## src/rtl/leaf_stream_fifo.sv

```systemverilog
// Leaf stage: small circular valid/ready FIFO with an optional delivered-word signature.
// Define LEAF_FIFO_SIG_EN to build the rotating XOR signature; otherwise sig is tied to 0.
module leaf_stream_fifo #(
    parameter int DATA_W = 8,
    parameter int DEPTH  = 4
) (
    input  logic                       clk,
    input  logic                       rst,
    input  logic                       in_valid,
    output logic                       in_ready,
    input  logic [DATA_W-1:0]          in_data,
    output logic                       out_valid,
    input  logic                       out_ready,
    output logic [DATA_W-1:0]          out_data,
    output logic [$clog2(DEPTH):0]     count,
    output logic [DATA_W-1:0]          sig
);

    localparam int PW = $clog2(DEPTH);
    localparam int CW = PW + 1;

    logic [DATA_W-1:0] mem [DEPTH];
    logic [PW-1:0]     wr_ptr;
    logic [PW-1:0]     rd_ptr;
    logic              push;
    logic              pop;

    // Readiness comes from registered occupancy only, never from out_ready.
    assign in_ready  = !rst && (count != CW'(DEPTH));
    assign out_valid = (count != '0);
    assign out_data  = out_valid ? mem[rd_ptr] : '0;
    assign push      = in_valid && in_ready;
    assign pop       = out_valid && out_ready;

    always_ff @(posedge clk) begin
        if (rst) begin
            wr_ptr <= '0;
            rd_ptr <= '0;
            count  <= '0;
        end else begin
            if (push) wr_ptr <= wr_ptr + PW'(1);
            if (pop)  rd_ptr <= rd_ptr + PW'(1);
            case ({push, pop})
                2'b10:   count <= count + CW'(1);
                2'b01:   count <= count - CW'(1);
                default: count <= count;
            endcase
        end
    end

    always_ff @(posedge clk) begin
        if (push) mem[wr_ptr] <= in_data;
    end

`ifdef LEAF_FIFO_SIG_EN
    logic [DATA_W-1:0] sig_q;

    always_ff @(posedge clk) begin
        if (rst)
            sig_q <= '0;
        else if (pop)
            sig_q <= {sig_q[DATA_W-2:0], sig_q[DATA_W-1]} ^ out_data;
    end

    assign sig = sig_q;
`else
    assign sig = '0;
`endif

endmodule

```

## config.mk

```make
export PLATFORM = sky130hd
export DESIGN_NAME = leaf_stream_fifo
export DESIGN_NICKNAME = d
export VERILOG_FILES = /design/src/rtl/leaf_stream_fifo.sv
export SDC_FILE = /design/constraint.sdc
export NUM_CORES = 1
export LEC_CHECK = 0
export CAP_MARGIN = 10
export CELL_PAD_IN_SITES_DETAIL_PLACEMENT = 0
export CELL_PAD_IN_SITES_GLOBAL_PLACEMENT = 1
export CORE_UTILIZATION = 42
export DETAILED_ROUTE_END_ITERATION = 8
export HOLD_SLACK_MARGIN = 0.03
export PLACE_DENSITY_LB_ADDON = 0.1
export RECOVER_POWER = 25
export SLEW_MARGIN = 25
export SYNTH_ARGS = -nofsm -noshare
export SYNTH_HDL_FRONTEND = slang
export SYNTH_SLANG_ARGS = --single-unit
export TNS_END_PERCENT = 1
```

## constraint.sdc

```tcl
create_clock -name clk -period 2.7 [get_ports clk]
set_input_delay 0.405 -clock clk [delete_from_list [all_inputs] [get_ports clk]]
set_output_delay 0.405 -clock clk [all_outputs]
set_load 0.02 [all_outputs]
```

==> results.txt <==
----------------------------------------------------
[Run status]
  Run status ... finished clean

[Min path]
  Worst hold-check path type ... flip-flop to flip-flop
  Startpoint of the tightest hold check path ... rd_ptr[1]

[Clocking]
  Hold Buf Count CTS ... 0
  Post_cts resized ... 0
  CTS H-Tree Depth ... 2
  CTS sink count ... 41
  Clock buffer depth ... 2
  Post-CTS setup buffer count ... 0
  CTS tree ... done
  Cts bufs inserted ... 5
  Root cell of the clock tree ... sky130_fd_sc_hd__clkbuf_8
  Clock latency on the worst-skew pair ... 0.29 ns
  Clock transition at the register clock pins on the worst setup and hold paths after CTS ... 0.07 ns

[Synth]
  Sequential cell area fraction in the yosys report ... 64.4%
  Count of synthesis-stage warnings from yosys ... 0
  Mapped cell area ... 0.00177 mm2
  Area share of the leading cell type in the synthesized netlist ... 54.2%
  Cell taking the most area after synthesis ... sky130_fd_sc_hd__edfxtp_1
  Total of flip-flops plus latches after synthesis ... 41
  Most area-consuming cells after synthesis ... sky130_fd_sc_hd__edfxtp_1, sky130_fd_sc_hd__dfxtp_1, sky130_fd_sc_hd__mux4_2, sky130_fd_sc_hd__ha_1, sky130_fd_sc_hd__buf_4
  Post-synthesis instance total ... 113
  Distinct cells, synth ... 26
  Post-Syn Area per Cell ... 15.7 um2

[Detailed routing]
  Number of vias per cell ... 4.88
  Mean routed wirelength per cell ... 14.1 um
  Routed WL ... 2730 um
  1st-iter DRT viols ... 35
  Pre-antenna DRT Iters ... 4
  Total vias in the final route ... 946
  Remaining design rule violation count ... 0
  Detail Route Antenna Nets ... 0

[Power]
  Largest voltage drop on the vdd net ... 0.371 mV
  Leakage ... 0.000746 uW
  Power per Cell Area ... 896 mW/mm2

[Final layout]
  Summed area of non-filler cells in the final layout ... 0.00213 mm2
  Commonest non-fill, non-tap cell in the layout ... sky130_fd_sc_hd__edfxtp_1
  Antenna diode count ... 0
  Utilization of the core after routing ... 52.8%
  Commonest cells after routing, fill and taps aside ... sky130_fd_sc_hd__edfxtp_1, sky130_fd_sc_hd__clkdlybuf4s50_1, sky130_fd_sc_hd__dfxtp_1
  Number of non-filler instances in the completed layout ... 194
  Area Overhead vs Synth ... 20.0%
  Fraction of final layout cells sized beyond drive strength 1 ... 18.1%
  Nets ... 161

[Floorplan]
  DIE AREA ... 0.00448 mm2
  I/O pins ... 33
  DIE WIDTH ... 67.0 um
  Area inside the core boundary ... 0.00403 mm2
  DIE HEIGHT ... 67.0 um
  Starting density of the core ... 44.0%
  Count of standard-cell rows ... 23

[Timing]
  RSZ-0062 raised after global routing ... no
  Layout Skew ... 0.00635 ns
  Final setup vio count ... 0
  Final Slew Violations ... 0
  Final-report hold violation count ... 0
  Final cycle utilization of the critical path ... 89.1%
  F_max ... 415 MHz
  Minimum clock period after layout ... 2.41 ns
  Total Neg Setup Slack ... 0 ns

[Global route]
  Maximum number of pins on one net before global-route repair ... 13
  Initial antenna violation count ... 0
  Total routing resource utilization after global routing ... 14.4%
  GRT Residual Overflow ... 0
  Global-route wire length before repair ... 4350 um
  Vias in the first global route ... 918

[Critical path]
  Worst-path fanout max ... 8
  Endpoint class of the critical path ... output pin
  Data required, critical path ... 2.30 ns
  Critical Path Source Type ... flip-flop
  Launch point of the worst reg-to-reg path ... count[2]
  WS Path Type ... flip-flop to output pin
  Arrival time reported for the critical path endpoint ... 2.00 ns

[Placed design]
  Area post-placement ... 0.00205 mm2
  Number of cells in the design after placement ... 186
  Detailed placement HPWL ... 1910 um
  Gp weighted congestion ... 0.671
  Count of buffers inserted at the top-level ports ... 24

[Flow run]
  Number of maximum-capacitance constraint violations ... 0

----------------------------------------------------
[synthesized netlist by cell type (all sizes together)]
| master | instances |
|---|---|
| edfxtp | 32 |
| buf | 10 |
| dfxtp | 9 |
| inv | 8 |
| mux4 | 8 |
| nor2b | 8 |
| nor2 | 7 |
| ha | 5 |
| and2 | 4 |
| a21oi | 3 |
| xor2 | 3 |
| clkbuf | 2 |
| nor3b | 2 |
| o21ai | 2 |
| or3 | 2 |
| conb | 1 |
| fa | 1 |
| mux2 | 1 |
| mux2i | 1 |
| nand2 | 1 |
| nand2b | 1 |
| nor3 | 1 |
| o31ai | 1 |
[layout make-up]
type                    count  area [um2]
fillers                   358        1900
multi-input cells          59         542
clock buffers               6        72.6
inverters                   8        30.0
repair buffers             28         270
flip-flops and latches     41        1140
well taps                  50        62.6
clock inverters             2        10.0
[where the power goes]
part	total, uW	switching (uW)	internal, uW	leakage [uW]
Sequential	800	50.7	750	0.000364
Clock	371	192	179	0.0000450
Combinational	736	366	370	0.000337
[layer usage]
layer	up-vias	part of all wire, %	global-route usage [%]
met5	-	0	0
met4	0	2.8	9.57
met3	7	4.0	3.25
met2	27	51	22.2
met1	468	42	18.0
li1	444	-	-
[metrics by stage]
stage                     setup slack, ns  power [uW]  hold WS (ns)
after floorplan                     0.561        1280         0.459
after global placement              0.392        1550         0.469
after detailed placement            0.301        1570         0.482
after CTS                           0.270        1940         0.492
after global routing                0.193        2020         0.515
final                               0.293        1910         0.488
[worst paths after layout]
| kind | to | slack (ns) | depth (start not counted) |
|---|---|---|---|
| worst max-delay path | out_data[1] | 0.29 | 4 |
| worst min-delay path | rd_ptr[1] | 0.49 | 2 |
| worst max register to register | count[2] | 0.50 | 9 |
| worst min register to register | rd_ptr[1] | 0.49 | 2 |
[cells by family after synthesis]
kind of cell / count (synthesis) / synth area share [%]
flip-flops: 41 / 64.4
XOR/XNOR: 3 / 1.48
multiplexers: 10 / 11.6
adder cells (fa/ha/maj): 6 / 4.66
other: 1 / 0.212
AND/OR/NAND/NOR: 26 / 9.32
buffers and inverters: 20 / 6.56
AO/OA/AOI/OAI: 6 / 1.83
[critical path, stage by stage (launching register included)]
cell	delay, ns
sky130_fd_sc_hd__dfxtp_1	0.32
sky130_fd_sc_hd__buf_4	0.20
sky130_fd_sc_hd__mux4_2	0.50
sky130_fd_sc_hd__nor2b_1	0.15
sky130_fd_sc_hd__clkdlybuf4s50_1	0.55
[sequential cells by signal (all words and copies together), names as in the netlist, named ones only]
register	cells
count	3
wr_ptr	2
mem	32
rd_ptr	2
No activity file was read; power rests on OpenSTA's default activity.
